===== config.mk =====
export PLATFORM = sky130hd
export DESIGN_NAME = bist_march_ctrl
export DESIGN_NICKNAME = d
export VERILOG_FILES = /design/src/rtl/bist_march_ctrl_pkg.sv /design/src/rtl/bist_addr_gen.sv /design/src/rtl/bist_march_ctrl.sv
export SDC_FILE = /design/constraint.sdc
export NUM_CORES = 1
export LEC_CHECK = 0
export ABC_CLOCK_PERIOD_IN_PS = 6210
export BUFFER_PORTS_ARGS = -buffer_cell sky130_fd_sc_hd__buf_4
export CAP_MARGIN = 20
export CORE_ASPECT_RATIO = 0.9
export CORE_MARGIN = 1
export CORE_UTILIZATION = 40
export CTS_CLUSTER_DIAMETER = 60
export DETAILED_ROUTE_END_ITERATION = 10
export SYNTH_ARGS = -nofsm -noshare
export SYNTH_HDL_FRONTEND = slang
export SYNTH_SLANG_ARGS = --single-unit

===== constraint.sdc =====
create_clock -name bist_clk -period 6.21 [get_ports bist_clk]
set_clock_uncertainty 0.15 [all_clocks]
set_input_delay 1.242 -clock bist_clk [delete_from_list [all_inputs] [get_ports bist_clk]]
set_output_delay 1.242 -clock bist_clk [all_outputs]
set_load 0.02 [all_outputs]

===== src/rtl/bist_march_ctrl_pkg.sv =====
// Shared definitions for the March C- BIST sequencer: states, element codes,
// op types, background values and the per-element op table.
package bist_march_ctrl_pkg;

  typedef enum logic [1:0] {
    ST_IDLE  = 2'd0,
    ST_RUN   = 2'd1,
    ST_DRAIN = 2'd2,
    ST_DONE  = 2'd3
  } state_e;

  typedef enum logic [2:0] {
    ELEM_M0 = 3'd0,
    ELEM_M1 = 3'd1,
    ELEM_M2 = 3'd2,
    ELEM_M3 = 3'd3,
    ELEM_M4 = 3'd4,
    ELEM_M5 = 3'd5
  } elem_e;

  typedef enum logic {
    OP_READ  = 1'b0,
    OP_WRITE = 1'b1
  } op_type_e;

  localparam logic BG_ZERO = 1'b0;
  localparam logic BG_ONE  = 1'b1;

  // Two-op elements read first, then write the complement background.
  function automatic op_type_e op_kind(elem_e elem, logic op_idx);
    case (elem)
      ELEM_M0: return OP_WRITE;
      ELEM_M5: return OP_READ;
      default: return op_type_e'(op_idx);
    endcase
  endfunction

  function automatic logic op_bg(elem_e elem, logic op_idx);
    case (elem)
      ELEM_M1, ELEM_M3: return op_idx ? BG_ONE : BG_ZERO;
      ELEM_M2, ELEM_M4: return op_idx ? BG_ZERO : BG_ONE;
      default:          return BG_ZERO;
    endcase
  endfunction

  function automatic logic op_last(elem_e elem, logic op_idx);
    return (elem == ELEM_M0) || (elem == ELEM_M5) || op_idx;
  endfunction

  function automatic logic elem_is_down(elem_e elem);
    return (elem == ELEM_M3) || (elem == ELEM_M4);
  endfunction

endpackage


===== src/rtl/bist_addr_gen.sv =====
// Up/down address counter with parallel load and a terminal-count flag
// that depends on the current counting direction.
module bist_addr_gen #(
  parameter int pADDR_WIDTH = 2
) (
  input  logic                   clk_i,
  input  logic                   srst_i,
  input  logic                   load_i,
  input  logic [pADDR_WIDTH-1:0] load_val_i,
  input  logic                   step_i,
  input  logic                   down_i,
  output logic [pADDR_WIDTH-1:0] addr_o,
  output logic                   tc_o
);

  logic [pADDR_WIDTH-1:0] addr_q;

  always_ff @(posedge clk_i) begin
    if (srst_i) begin
      addr_q <= '0;
    end else if (load_i) begin
      addr_q <= load_val_i;
    end else if (step_i) begin
      addr_q <= down_i ? addr_q - 1'b1 : addr_q + 1'b1;
    end
  end

  assign addr_o = addr_q;
  assign tc_o   = down_i ? (addr_q == '0) : (addr_q == {pADDR_WIDTH{1'b1}});

endmodule


===== src/rtl/bist_march_ctrl.sv =====
// March C- sequencer: one full pass per start, sticky fail, DRAIN to catch the
// last read result. Optional first-fail logging under `BIST_FAIL_LOG_EN.
module bist_march_ctrl
  import bist_march_ctrl_pkg::*;
#(
  parameter int pADDR_WIDTH = 2,
  parameter int pDATA_WIDTH = 2
) (
  input  logic                   bist_clk,
  input  logic                   bist_rst,
  input  logic                   bist_start,
  input  logic                   pass_or_fail,
  output logic                   bist_cs,
  output logic                   bist_we,
  output logic [pADDR_WIDTH-1:0] bist_addr,
  output logic [pDATA_WIDTH-1:0] bist_pat,
  output logic                   bist_busy,
  output logic                   bist_done,
`ifdef BIST_FAIL_LOG_EN
  output logic [pADDR_WIDTH-1:0] bist_fail_addr,
  output logic [2:0]             bist_fail_elem,
`endif
  output logic                   bist_fail
);

  state_e                 state_q;
  elem_e                  elem_q, elem_d;
  logic                   op_q, op_d;
  logic                   cs_q, we_q, busy_q, done_q, fail_q, rd_q;
  logic [pDATA_WIDTH-1:0] pat_q;

  logic                   ag_load, ag_step, ag_tc;
  logic [pADDR_WIDTH-1:0] ag_load_val, ag_addr;
  logic                   start_ok, in_run, run_end;

  assign start_ok = bist_start && (state_q == ST_IDLE || state_q == ST_DONE);
  assign in_run   = (state_q == ST_RUN);
  assign run_end  = in_run && op_last(elem_q, op_q) && ag_tc && (elem_q == ELEM_M5);

  // Next op: finish the current address, then advance address, then element.
  always_comb begin
    elem_d      = elem_q;
    op_d        = op_q;
    ag_load     = 1'b0;
    ag_load_val = '0;
    ag_step     = 1'b0;
    if (start_ok) begin
      elem_d  = ELEM_M0;
      op_d    = 1'b0;
      ag_load = 1'b1;
    end else if (in_run) begin
      if (!op_last(elem_q, op_q)) begin
        op_d = 1'b1;
      end else begin
        op_d = 1'b0;
        if (!ag_tc) begin
          ag_step = 1'b1;
        end else if (elem_q == ELEM_M5) begin
          ag_load = 1'b1;
        end else begin
          elem_d      = elem_e'(elem_q + 3'd1);
          ag_load     = 1'b1;
          ag_load_val = elem_is_down(elem_d) ? {pADDR_WIDTH{1'b1}} : '0;
        end
      end
    end
  end

  bist_addr_gen #(.pADDR_WIDTH(pADDR_WIDTH)) u_addr_gen (
    .clk_i      (bist_clk),
    .srst_i     (bist_rst),
    .load_i     (ag_load),
    .load_val_i (ag_load_val),
    .step_i     (ag_step),
    .down_i     (elem_is_down(elem_q)),
    .addr_o     (ag_addr),
    .tc_o       (ag_tc)
  );

`ifdef BIST_FAIL_LOG_EN
  logic [pADDR_WIDTH-1:0] rd_addr_q, fail_addr_q;
  logic [2:0]             rd_elem_q, fail_elem_q;
`endif

  always_ff @(posedge bist_clk) begin
    if (bist_rst) begin
      state_q <= ST_IDLE;
      elem_q  <= ELEM_M0;
      op_q    <= 1'b0;
      cs_q    <= 1'b0;
      we_q    <= 1'b0;
      pat_q   <= '0;
      busy_q  <= 1'b0;
      done_q  <= 1'b0;
      fail_q  <= 1'b0;
      rd_q    <= 1'b0;
`ifdef BIST_FAIL_LOG_EN
      rd_addr_q   <= '0;
      rd_elem_q   <= '0;
      fail_addr_q <= '0;
      fail_elem_q <= '0;
`endif
    end else begin
      elem_q <= elem_d;
      op_q   <= op_d;
      rd_q   <= cs_q & ~we_q;
      if (rd_q && !pass_or_fail) fail_q <= 1'b1;
`ifdef BIST_FAIL_LOG_EN
      rd_addr_q <= ag_addr;
      rd_elem_q <= elem_q;
      if (rd_q && !pass_or_fail && !fail_q) begin
        fail_addr_q <= rd_addr_q;
        fail_elem_q <= rd_elem_q;
      end
`endif
      case (state_q)
        ST_IDLE, ST_DONE: begin
          if (bist_start) begin
            state_q <= ST_RUN;
            cs_q    <= 1'b1;
            we_q    <= (op_kind(elem_d, op_d) == OP_WRITE);
            pat_q   <= {pDATA_WIDTH{op_bg(elem_d, op_d)}};
            busy_q  <= 1'b1;
            done_q  <= 1'b0;
            fail_q  <= 1'b0;
`ifdef BIST_FAIL_LOG_EN
            fail_addr_q <= '0;
            fail_elem_q <= '0;
`endif
          end
        end
        ST_RUN: begin
          if (run_end) begin
            state_q <= ST_DRAIN;
            cs_q    <= 1'b0;
            we_q    <= 1'b0;
            pat_q   <= '0;
          end else begin
            cs_q  <= 1'b1;
            we_q  <= (op_kind(elem_d, op_d) == OP_WRITE);
            pat_q <= {pDATA_WIDTH{op_bg(elem_d, op_d)}};
          end
        end
        ST_DRAIN: begin
          state_q <= ST_DONE;
          busy_q  <= 1'b0;
          done_q  <= 1'b1;
        end
        default: state_q <= ST_IDLE;
      endcase
    end
  end

  assign bist_cs   = cs_q;
  assign bist_we   = we_q;
  assign bist_addr = ag_addr;
  assign bist_pat  = pat_q;
  assign bist_busy = busy_q;
  assign bist_done = done_q;
  assign bist_fail = fail_q;
`ifdef BIST_FAIL_LOG_EN
  assign bist_fail_addr = fail_addr_q;
  assign bist_fail_elem = fail_elem_q;
`endif

endmodule


==> summary.log, run 1 <==
[outcome] run status finished clean
[placement] final RePlAce weighted congestion 0.830
[clock_network] postcts setup bufs 0
[synthesis] share of flip-flops with an asynchronous set or reset after synthesis 0
[route] total length of routed met3 wires 86 um
[sta] setup repair after global routing missed its margin false
[sta] Slew Limit Fails 0
[sta] ratio of final minimum period to clock period 0.419
[clock_network] maximum count of clock buffers along a single path 2
[sta] final hold violations 0
[synthesis] list of most frequent post-synthesis cells sky130_fd_sc_hd__dfxtp_1 (15), sky130_fd_sc_hd__nor2_1 (15), sky130_fd_sc_hd__nand2_1 (13)
[floorplanning] vertical extent of the die 47.9 um
[route] remaining antenna violation count after routing 0
[final_layout] diode count 0
[synthesis] number of synthesized flops with an enable pin 0
[global_routing] Overall Global Routing Usage 0.166
[floorplanning] count of standard-cell rows 16
[clock_network] latest clock arrival within the worst-skew pair 0.28 ns
[global_routing] total gr overflow 0
[synthesis] Syn. warnings 0
[flow_run] max capacitance violation total 0
[placement] post-placement worst setup slack 3.63 ns
[clock_network] post-CTS resize count 0
[worst_setup_path] required time at the endpoint of the critical path 6.28 ns
[clock_network] hold buffer count at cts 0
[route] topmost layer with routed signal wires met3
[floorplanning] width of the chip 53.0 um
[power] IR drop worst, VDD 0.000226 V
[synthesis] share of the synthesized area in the top cell type 0.320
[route] via-per-instance ratio 5.29
[floorplanning] area of the core region 2200 um^2
[route] 1st-iter DRT viols 21
[route] vias 825
[placement] Final HPWL DP 1.47 mm
[route] met1 routed wirelength after detailed routing 1.03 mm
[final_layout] non-filler instance count after layout 156
[route] met2 WL 791 um
[global_routing] maximum number of pins on one net before global-route repair 13
[clock_network] clk root buf sky130_fd_sc_hd__clkbuf_4
[worst_setup_path] data arrival time of the worst path 2.67 ns
[worst_setup_path] critical path's slowest cell sky130_fd_sc_hd__dfxtp_1
[synthesis] cells after synthesis 117
[clock_network] Max H-tree Level 1
[clock_network] clock input transition at the sequential cells of the worst setup and hold paths 0.09 ns
[placement] port buffer count 12
[synthesis] cell types occupying the most area after synthesis sky130_fd_sc_hd__dfxtp_1 (32%), sky130_fd_sc_hd__ha_1 (8.0%), sky130_fd_sc_hd__nor2_1 (6.0%), sky130_fd_sc_hd__nand2_1 (5.2%), sky130_fd_sc_hd__a21oi_1 (3.2%)
[synthesis] per-instance average area after synthesis 8.01 um^2
[floorplanning] area of the die 2540 um^2
[route] mean routed wirelength per cell 12.2 um
[final_layout] number of nets at the end of the flow 140
[floorplanning] initial core utilization 0.426
[synthesis] share of synthesized area occupied by flip-flops and latches 0.320
[sta] min Tclk post-route 2.60 ns
[synthesis] Yosys cell types 40
[global_routing] vias in the first global route 655
[synthesis] syn nets 127
[worst_setup_path] Setup crit end kind flip-flop
[sta] final-layout setup total negative slack 0 ns
[route] number of remaining DRC errors 0
[synthesis] Cell Area, Synth 937 um^2
[worst_setup_path] crit path kind flip-flop to flip-flop
[placement] Post-Place Cells 152
[sta] final setup slack of the worst path 3.61 ns
[route] Total Routed Length 1.90 mm
[clock_network] CTS sink count 15
[power] total power per unit cell area 285 nW/um^2
[synthesis] cell type with the highest aggregate area in the netlist sky130_fd_sc_hd__dfxtp_1
[synthesis] most common flop cell mapped by yosys sky130_fd_sc_hd__dfxtp_1
[global_routing] antenna violations before repair 0
[worst_setup_path] sort of element at the start of the critical path flip-flop
[route] iteration count of the initial detailed-routing pass 4
[sta] Worst Max-Slew Pin Slew 0.471 ns
[sta] Max Freq 384 MHz
[worst_setup_path] critical path cell sequence inv_1 > ha_1 > nor2b_1 > or2_2 > and3_4 > or4_1 > and3_1 > o211ai_2
[global_routing] first-pass GRT wire length 2.88 mm
[floorplanning] top-level I/O count 13
[clock_network] number of buffers added by the clock tree synthesis step 3
[synthesis] total of flip-flops plus latches after synthesis 15
[power] cell leakage power 0.000441 uW
[clock_network] CTS tree yes
[worst_setup_path] Crit path largest cell delay 0.50 ns
[sta] relative slew slack 0.677
[worst_hold_path] HP Class flip-flop to flip-flop
[sta] Final Setup Violations 0
[worst_setup_path] crit path max fanout 9
[final_layout] share of final-layout standard cells stronger than drive strength 1 0.155
[final_layout] post-synthesis to final-layout area growth 13.9%
-- worst paths after layout --
| check | depth (start not counted) | end | startpoint | slack, ns |
|---|---|---|---|---|
| hold / removal | 2 | bist_fail$_SDFF_PP0_ | rd_q$_SDFF_PP0_ | 0.32 |
| hold reg to reg | 2 | bist_fail$_SDFF_PP0_ | rd_q$_SDFF_PP0_ | 0.32 |
| setup reg to reg | 8 | bist_pat[0]$_SDFFE_PP0P_ | elem_q[0]$_SDFF_PP0_ | 3.61 |
| setup / recovery | 8 | bist_pat[0]$_SDFFE_PP0P_ | elem_q[0]$_SDFF_PP0_ | 3.61 |
-- sequential cells by signal, indices dropped and copies added (netlist names) --
name,cells
elem_q,3
state_q,2
u_addr_gen.addr_o,2
bist_busy,1
bist_cs,1
bist_done,1
bist_fail,1
bist_pat,1
bist_we,1
op_q,1
rd_q,1
-- per-stage QoR --
step	total power, uW	hold slack [ns]	util	instance area (um^2)
2_1_floorplan	213	0.283	-	937
3_3_place_gp	248	0.288	0.473	1040
3_5_place_dp	249	0.297	0.473	1040
4_1_cts	306	0.318	0.485	1070
5_1_grt	327	0.326	0.485	1070
6_report	304	0.317	0.485	1070
-- power breakdown --
group	total [uW]	switching (uW)	internal [uW]	leakage, uW
logic	119	67.1	52.1	0.000304
registers	128	14.8	113	0.000123
clock network	56.4	31.4	25.0	0.0000150
-- cell type report --
cell class                      instances  area, um^2
Sequential cell                        15         300
Clock buffer                            4        26.3
Fill cell                             223        1130
Tap cell                               27        33.8
Timing Repair Buffer                   12        90.1
Multi-Input combinational cell         90         587
Inverter                                8        30.0
-- routing by layer --
metal  global-route usage  up-vias
li1                     -      438
met1                0.236      369
met2                0.235       18
met3               0.0667        0
met4               0.0316        0
met5                    0        -
-- worst max-delay path: cells and delay by family, from the launching register on --
family / cells / cell delay [ns]
and+or+nand+nor: 5 / 1.33
DFF: 1 / 0.50
adders and majority gates: 1 / 0.27
AOI/OAI and AO/OA: 1 / 0.14
buffers and inverters: 1 / 0.13
-- cell usage in the layout (no fill, tap or decap), types with 2 or more instances in the layout --
master                     count
sky130_fd_sc_hd__nor2_1       15
sky130_fd_sc_hd__dfxtp_1      15
sky130_fd_sc_hd__nand2_1      13
sky130_fd_sc_hd__buf_4        12
sky130_fd_sc_hd__inv_1         8
sky130_fd_sc_hd__a21oi_1       6
sky130_fd_sc_hd__ha_1          6
sky130_fd_sc_hd__nand3_1       5
sky130_fd_sc_hd__o21ai_0       5
sky130_fd_sc_hd__nand2b_1      4
sky130_fd_sc_hd__and2_1        3
sky130_fd_sc_hd__clkbuf_4      3
sky130_fd_sc_hd__mux2i_1       2
sky130_fd_sc_hd__nand3b_1      2
sky130_fd_sc_hd__nor2b_1       2
sky130_fd_sc_hd__o31ai_1       2
sky130_fd_sc_hd__nand4_1       2
sky130_fd_sc_hd__a31oi_1       2
-- cell families after synthesis --
logic type	Yosys count	synth area share
AO/OA/AOI/OAI	26	0.195
XOR/XNOR	1	0.00935
adder cells (fa/ha/maj)	6	0.0801
buffers and inverters	12	0.0534
flip-flops	15	0.320
multiplexers	3	0.0454
AND/OR/NAND/NOR	54	0.296
No activity file was read; power rests on OpenSTA's default activity.
==> run 2: changes to the inputs <==
- ABC_CLOCK_PERIOD_IN_PS: 6210 -> 2400
- clock period: 6.21 -> 2.4 ns (I/O delays scaled with it)
==> run 2 against run 1 <==
Effect of this change:
- flip-flop and latch count is the same
- sequential share of layout area fell by 1.4 points
- worst hold slack got worse by 0.045 ns
- via count up 4.1%
- final cell count rose by 5.1%
- first-iteration DRC count decreased by 24%
- utilization up 3.0 points
- critical path depth unchanged
- register-to-register slack got worse by 3.5 ns
- count of clock-buffer cells in the layout is 1 lower
- worst setup slack worse by 3.5 ns
- combinational power rose to 2.7 times the previous value
- critical path type unchanged
==> summary.log, run 2 (synthesis results as in run 1) <==
[outcome] run status finished clean [unchanged]
[final_layout] final standard cell utilization of the core 0.515 [was 0.485]
[sta] Max Freq 436 MHz [was 384 MHz]
[final_layout] post-synthesis to final-layout area growth 21.0% [was 13.9%]
[final_layout] most flop-heavy register elem_q [unchanged]
[global_routing] antenna violations before repair 0 [unchanged]
[sta] Slew Limit Fails 0 [unchanged]
[clock_network] postcts setup bufs 0 [unchanged]
[placement] final RePlAce weighted congestion 0.807 [was 0.830]
[clock_network] maximum count of clock buffers along a single path 2 [unchanged]
[worst_hold_path] HP Class input pin to flip-flop [was flip-flop to flip-flop]
[placement] Final HPWL DP 1.57 mm [was 1.47 mm]
[sta] min Tclk post-route 2.29 ns [was 2.60 ns]
[final_layout] fillers 230 [was 223]
[route] remaining antenna violation count after routing 0 [unchanged]
[worst_hold_path] Min-Delay Endpoint bist_busy$_SDFFE_PP0P_ [was bist_fail$_SDFF_PP0_]
[global_routing] vias in the first global route 702 [was 655]
[power] total power per unit cell area 706 nW/um^2 [was 285 nW/um^2]
[sta] final-layout setup total negative slack 0 ns [unchanged]
[global_routing] Overall Global Routing Usage 0.179 [was 0.166]
[final_layout] max reg flops 3 [unchanged]
[floorplanning] width of the chip 53.0 um [unchanged]
[worst_setup_path] critical path cell sequence inv_1 > ha_2 > nor2b_1 > or2_2 > and3_4 > or4_1 > and3_1 > o211ai_2 [was inv_1 > ha_1 > nor2b_1 > or2_2 > and3_4 > or4_1 > and3_1 > o211ai_2]
[clock_network] CTS tree yes [unchanged]
[power] IR drop worst, VDD 0.000627 V [was 0.000226 V]
[sta] setup repair after global routing missed its margin false [unchanged]
[route] vias 859 [was 825]
[route] Total Routed Length 2.05 mm [was 1.90 mm]
[route] number of remaining DRC errors 0 [unchanged]
[global_routing] total gr overflow 0 [unchanged]
[worst_setup_path] crit path max fanout 5 [was 9]
[worst_setup_path] setup slack of the most critical reg-to-reg path 0.11 ns [was 3.61 ns]
[sta] final hold violations 0 [unchanged]
[floorplanning] top-level I/O count 13 [unchanged]
[global_routing] layer carrying the most global-route usage met2 [was met1]
[sta] worst hold slack after final layout 0.272 ns [was 0.317 ns]
[final_layout] share of final-layout standard cells stronger than drive strength 1 0.234 [was 0.155]
[global_routing] first-pass GRT wire length 3.13 mm [was 2.88 mm]
[floorplanning] area of the core region 2200 um^2 [unchanged]
[global_routing] global-route track usage on met1 0.237 [was 0.236]
[placement] port buffer count 12 [unchanged]
[worst_setup_path] endpoint of the lowest-slack register-to-register path bist_pat[0]$_SDFFE_PP0P_ [unchanged]
[final_layout] most common cell after layout, fill and taps aside sky130_fd_sc_hd__buf_4
[worst_setup_path] Setup crit end kind flip-flop [unchanged]
[clock_network] latest clock arrival within the worst-skew pair 0.30 ns [was 0.28 ns]
[floorplanning] area of the die 2540 um^2 [unchanged]
[worst_hold_path] Hold Crit Start bist_rst [was rd_q$_SDFF_PP0_]
[global_routing] met3 Track Usage GR 0.0698 [was 0.0667]
[route] via-per-instance ratio 5.24 [was 5.29]
[clock_network] clock input transition at the sequential cells of the worst setup and hold paths 0.10 ns [was 0.09 ns]
[worst_setup_path] crit path kind flip-flop to flip-flop [unchanged]
[floorplanning] vertical extent of the die 47.9 um [unchanged]
[clock_network] number of buffers added by the clock tree synthesis step 3 [unchanged]
[clock_network] clk root buf sky130_fd_sc_hd__clkbuf_4 [unchanged]
[final_layout] cell area after layout 1130 um^2 [was 1070 um^2]
[worst_setup_path] reg2reg path depth 8 [unchanged]
[sta] Final Setup Violations 0 [unchanged]
[worst_setup_path] critical path's slowest cell sky130_fd_sc_hd__or4_1 [was sky130_fd_sc_hd__dfxtp_1]
[global_routing] met2 Usage GRT 0.263 [was 0.235]
[worst_hold_path] cell depth of the worst min-delay path 2 [unchanged]
[clock_network] CTS sink count 15 [unchanged]
[worst_setup_path] required time at the endpoint of the critical path 2.48 ns [was 6.28 ns]
[worst_setup_path] Crit path largest cell delay 0.46 ns [was 0.50 ns]
[route] iteration count of the initial detailed-routing pass 4 [unchanged]
[worst_setup_path] sort of element at the start of the critical path flip-flop [unchanged]
[floorplanning] count of standard-cell rows 16 [unchanged]
[placement] post-placement worst setup slack 0.0454 ns [was 3.63 ns]
[sta] Worst Max-Slew Pin Slew 0.449 ns [was 0.471 ns]
[global_routing] maximum number of pins on one net before global-route repair 13 [unchanged]
[route] mean routed wirelength per cell 12.5 um [was 12.2 um]
[worst_setup_path] R2R Path Start elem_q[1]$_SDFF_PP0_ [was elem_q[0]$_SDFF_PP0_]
[sta] final setup slack of the worst path 0.105 ns [was 3.61 ns]
[power] cell leakage power 0.000483 uW [was 0.000441 uW]
[floorplanning] initial core utilization 0.426 [unchanged]
[sta] relative slew slack 0.697 [was 0.677]
[route] 1st-iter DRT viols 16 [was 21]
[placement] instance area after placement 1100 um^2 [was 1040 um^2]
[flow_run] max capacitance violation total 0 [unchanged]
[final_layout] number of nets at the end of the flow 148 [was 140]
[worst_setup_path] data arrival time of the worst path 2.38 ns [was 2.67 ns]
[final_layout] diode count 0 [unchanged]
[sta] ratio of final minimum period to clock period 0.956 [was 0.419]
[final_layout] commonest non-fill, non-tap cells in the layout sky130_fd_sc_hd__buf_4 (20), sky130_fd_sc_hd__nor2_1 (15), sky130_fd_sc_hd__nand2_1 (13), sky130_fd_sc_hd__dfxtp_1 (13), sky130_fd_sc_hd__inv_1 (8) [was sky130_fd_sc_hd__nor2_1 (15), sky130_fd_sc_hd__dfxtp_1 (15), sky130_fd_sc_hd__nand2_1 (13)]
[clock_network] Max H-tree Level 1 [unchanged]
[run 2: critical path: cells and delay by family (launching register included)]
kind / cells / cell delay [ns]
flip-flops: 1 / 0.38
AND/OR/NAND/NOR: 5 / 1.30
buffers and inverters: 1 / 0.07
AO/OA/AOI/OAI: 1 / 0.14
adder cells (fa/ha/maj): 1 / 0.20
[run 2: how the worst max path moves through the flow]
stage / depth (start not counted) / startpoint / slack, ns / to
final: 8 / elem_q[1]$_SDFF_PP0_ / 0.11 / bist_pat[0]$_SDFFE_PP0P_
after global routing: 8 / elem_q[1]$_SDFF_PP0_ / 0.03 / bist_pat[0]$_SDFFE_PP0P_
after CTS: 8 / elem_q[1]$_SDFF_PP0_ / 0.005 / bist_pat[0]$_SDFFE_PP0P_
after detailed placement: 8 / elem_q[1]$_SDFF_PP0_ / 0.05 / bist_pat[0]$_SDFFE_PP0P_
after global placement: 8 / elem_q[1]$_SDFF_PP0_ / 0.11 / bist_pat[0]$_SDFFE_PP0P_
after floorplan: 8 / elem_q[0]$_SDFF_PP0_ / 0.002 / bist_pat[0]$_SDFFE_PP0P_
[run 2: through the flow]
stage,instances,power (uW)
2_1_floorplan,117,552
3_3_place_gp,160,649
3_5_place_dp,160,654
4_1_cts,164,810
5_1_grt,164,867
6_report,164,800
[run 2: metal layers]
layer	routed length [um]	part of all wire
met1	1060	0.51
met2	883	0.43
met4	20	0.0097
met5	0	0
met3	93	0.045
[run 2: power breakdown]
part	switching, uW	total [uW]	leakage [uW]	internal [uW]
registers	38.1	331	0.000124	293
logic	176	317	0.000342	141
clock network	90.0	152	0.0000177	62.0
total	304	800	0.000483	496
[run 2: final cells by class]
type                    instances  area [um^2]  area share
inverters                       8         30.0      0.0265
flip-flops and latches         15          303       0.267
multi-input cells              90          589       0.520
clock inverters                 1         5.00     0.00442
well taps                      27         33.8      0.0298
clock buffers                   3         22.5      0.0199
repair buffers                 20          150       0.132
[run 2: timing repair]
action                                  CTS  global route
hold buffers                              0             0
endpoints found under the hold margin     0             0
endpoints found under the setup margin    0             2
resized for setup                         0             4
==> run 3: changes to the inputs <==
- CORE_ASPECT_RATIO: 0.9 -> unset
==> run 3 against run 2 <==
Effect of this change:
- first-iteration DRC count grew 25%
- sequential power about the same
- critical endpoint unchanged
- critical path depth did not move
- wire length decreased by 0.83%
- utilization up 0.16 points
- fmax increased by 1.6%
- total power rose by 1.0%
- cell area grew 0.77%
- combinational power is 2% higher
- flip-flop and latch count unchanged
- via count grew 1.7%
==> summary.log, run 3 (synthesis results as in run 1) <==
[outcome] run status finished clean [unchanged]
[sta] Worst Max-Slew Pin Slew 0.458 ns [was 0.449 ns]
[clock_network] CTS sink count 15 [unchanged]
[floorplanning] vertical extent of the die 50.4 um [was 47.9 um]
[worst_setup_path] crit path max fanout 4 [was 5]
[placement] post-placement worst setup slack 0.0309 ns [was 0.0454 ns]
[placement] port buffer count 12 [unchanged]
[power] cell leakage power 0.000480 uW [was 0.000483 uW]
[sta] ratio of final minimum period to clock period 0.941 [was 0.956]
[global_routing] Overall Global Routing Usage 0.186 [was 0.179]
[final_layout] fillers 225 [was 230]
[floorplanning] initial core utilization 0.424 [was 0.426]
[worst_setup_path] sort of element at the start of the critical path flip-flop [unchanged]
[route] remaining antenna violation count after routing 0 [unchanged]
[power] IR drop worst, VDD 0.000486 V [was 0.000627 V]
[global_routing] maximum number of pins on one net before global-route repair 13 [unchanged]
[clock_network] maximum count of clock buffers along a single path 2 [unchanged]
[sta] relative slew slack 0.692 [was 0.697]
[sta] final-layout setup total negative slack 0 ns [unchanged]
[final_layout] sequential cell area in the final layout 303 um^2 [unchanged]
[route] 1st-iter DRT viols 20 [was 16]
[final_layout] area taken by multi-input logic gates 604 um^2 [was 589 um^2]
[sta] Max Freq 443 MHz [was 436 MHz]
[clock_network] clock input transition at the sequential cells of the worst setup and hold paths 0.11 ns [was 0.10 ns]
[floorplanning] area of the core region 2210 um^2 [was 2200 um^2]
[sta] setup repair after global routing missed its margin false [unchanged]
[route] number of remaining DRC errors 0 [unchanged]
[route] iteration count of the initial detailed-routing pass 4 [unchanged]
[clock_network] Max H-tree Level 1 [unchanged]
[floorplanning] width of the chip 50.4 um [was 53.0 um]
[worst_hold_path] HP Class input pin to flip-flop [unchanged]
[placement] Final HPWL DP 1.46 mm [was 1.57 mm]
[clock_network] latest clock arrival within the worst-skew pair 0.29 ns [was 0.30 ns]
[sta] min Tclk post-route 2.26 ns [was 2.29 ns]
[clock_network] number of buffers added by the clock tree synthesis step 3 [unchanged]
[flow_run] max capacitance violation total 0 [unchanged]
[sta] Slew Limit Fails 0 [unchanged]
[final_layout] most flop-heavy register elem_q [unchanged]
[route] vias 874 [was 859]
[floorplanning] area of the die 2540 um^2 [about the same]
[route] Total Routed Length 2.04 mm [was 2.05 mm]
[sta] final setup slack of the worst path 0.142 ns [was 0.105 ns]
[final_layout] post-synthesis to final-layout area growth 21.9% [was 21.0%]
[final_layout] number of nets at the end of the flow 147 [was 148]
[global_routing] antenna violations before repair 0 [unchanged]
[final_layout] most common cell after layout, fill and taps aside sky130_fd_sc_hd__buf_4 [unchanged]
[worst_setup_path] required time at the endpoint of the critical path 2.48 ns [about the same]
[worst_setup_path] Setup crit end kind flip-flop [unchanged]
[worst_setup_path] data arrival time of the worst path 2.34 ns [was 2.38 ns]
[final_layout] commonest non-fill, non-tap cells in the layout sky130_fd_sc_hd__buf_4 (19), sky130_fd_sc_hd__nor2_1 (15), sky130_fd_sc_hd__nand2_1 (13), sky130_fd_sc_hd__dfxtp_1 (13), sky130_fd_sc_hd__inv_1 (8) [was sky130_fd_sc_hd__buf_4 (20), sky130_fd_sc_hd__nor2_1 (15), sky130_fd_sc_hd__nand2_1 (13), sky130_fd_sc_hd__dfxtp_1 (13), sky130_fd_sc_hd__inv_1 (8)]
[final_layout] diode count 0 [unchanged]
[worst_setup_path] crit path kind flip-flop to flip-flop [unchanged]
[floorplanning] top-level I/O count 13 [unchanged]
[global_routing] first-pass GRT wire length 3.61 mm [was 3.13 mm]
[placement] final RePlAce weighted congestion 0.889 [was 0.807]
[sta] Final Setup Violations 0 [unchanged]
[final_layout] share of final-layout standard cells stronger than drive strength 1 0.235 [was 0.234]
[clock_network] CTS tree yes [unchanged]
[clock_network] clk root buf sky130_fd_sc_hd__clkbuf_4 [unchanged]
[power] total power per unit cell area 707 nW/um^2 [was 706 nW/um^2]
[route] via-per-instance ratio 5.33 [was 5.24]
[route] mean routed wirelength per cell 12.4 um [was 12.5 um]
[global_routing] total gr overflow 0 [unchanged]
[final_layout] max reg flops 3 [unchanged]
[sta] final hold violations 0 [unchanged]
[floorplanning] count of standard-cell rows 17 [was 16]
[global_routing] vias in the first global route 850 [was 702]
[clock_network] hold buffer count at cts 0 [unchanged]
==> run 3: critical path, cell delays in order, from the launching register on <==
cell and delay, ns:
sky130_fd_sc_hd__dfxtp_2 0.36, sky130_fd_sc_hd__inv_1 0.08, sky130_fd_sc_hd__ha_2 0.20, sky130_fd_sc_hd__nor2b_1 0.16
sky130_fd_sc_hd__or2_4 0.26, sky130_fd_sc_hd__and3_4 0.20, sky130_fd_sc_hd__or4_1 0.45, sky130_fd_sc_hd__and3_1 0.18
sky130_fd_sc_hd__o211ai_2 0.15
==> run 3: area by class of cell <==
| cell class | instances | area share |
|---|---|---|
| Inverter | 8 | 0.0263 |
| Timing Repair Buffer | 19 | 0.125 |
| Clock buffer | 3 | 0.0197 |
| Tap cell | 28 | 0.0307 |
| Sequential cell | 15 | 0.265 |
| Multi-Input combinational cell | 90 | 0.529 |
| Clock inverter | 1 | 0.00438 |
==> run 3: power breakdown <==
group	leakage [uW]	switching, uW	internal [uW]
clock network	0.0000177	93.6	61.9
logic	0.000338	181	141
registers	0.000124	36.8	293
total	0.000480	311	497
==> run 3: layer usage <==
metal / up-vias / track usage / part of all wire
li1: 455 / - / -
met1: 401 / 0.252 / 0.52
met2: 16 / 0.296 / 0.44
met3: 2 / 0.0364 / 0.034
met4: 0 / 0.0556 / 0.0059
met5: - / 0 / 0
==> run 3: what timing repair did <==
| action | CTS | global route |
|---|---|---|
| endpoints found under the setup margin | 2 | 3 |
| buffers inserted | 0 | 2 |
| gates resized for setup | 1 | 6 |
==> run 3: worst paths after layout <==
check | start | end | slack [ns] | cells past startpoint
hold reg to reg | rd_q$_SDFF_PP0_ | bist_fail$_SDFF_PP0_ | 0.33 | 2
hold / removal | bist_rst | op_q$_SDFF_PP0_ | 0.29 | 2
setup reg to reg | elem_q[1]$_SDFF_PP0_ | bist_pat[0]$_SDFFE_PP0P_ | 0.14 | 8
setup / recovery | elem_q[1]$_SDFF_PP0_ | bist_pat[0]$_SDFFE_PP0P_ | 0.14 | 8
==> run 3: metrics by stage <==
step / power [uW] / hold slack [ns] / utilization / cell area, um^2 / cells
floorplan: 552 / 0.283 / - / 937 / 117
global placement: 650 / 0.304 / 0.488 / 1080 / 158
detailed placement: 654 / 0.310 / 0.488 / 1080 / 158
CTS: 808 / 0.280 / 0.501 / 1110 / 162
global route: 872 / 0.289 / 0.516 / 1140 / 164
finish: 808 / 0.288 / 0.516 / 1140 / 164
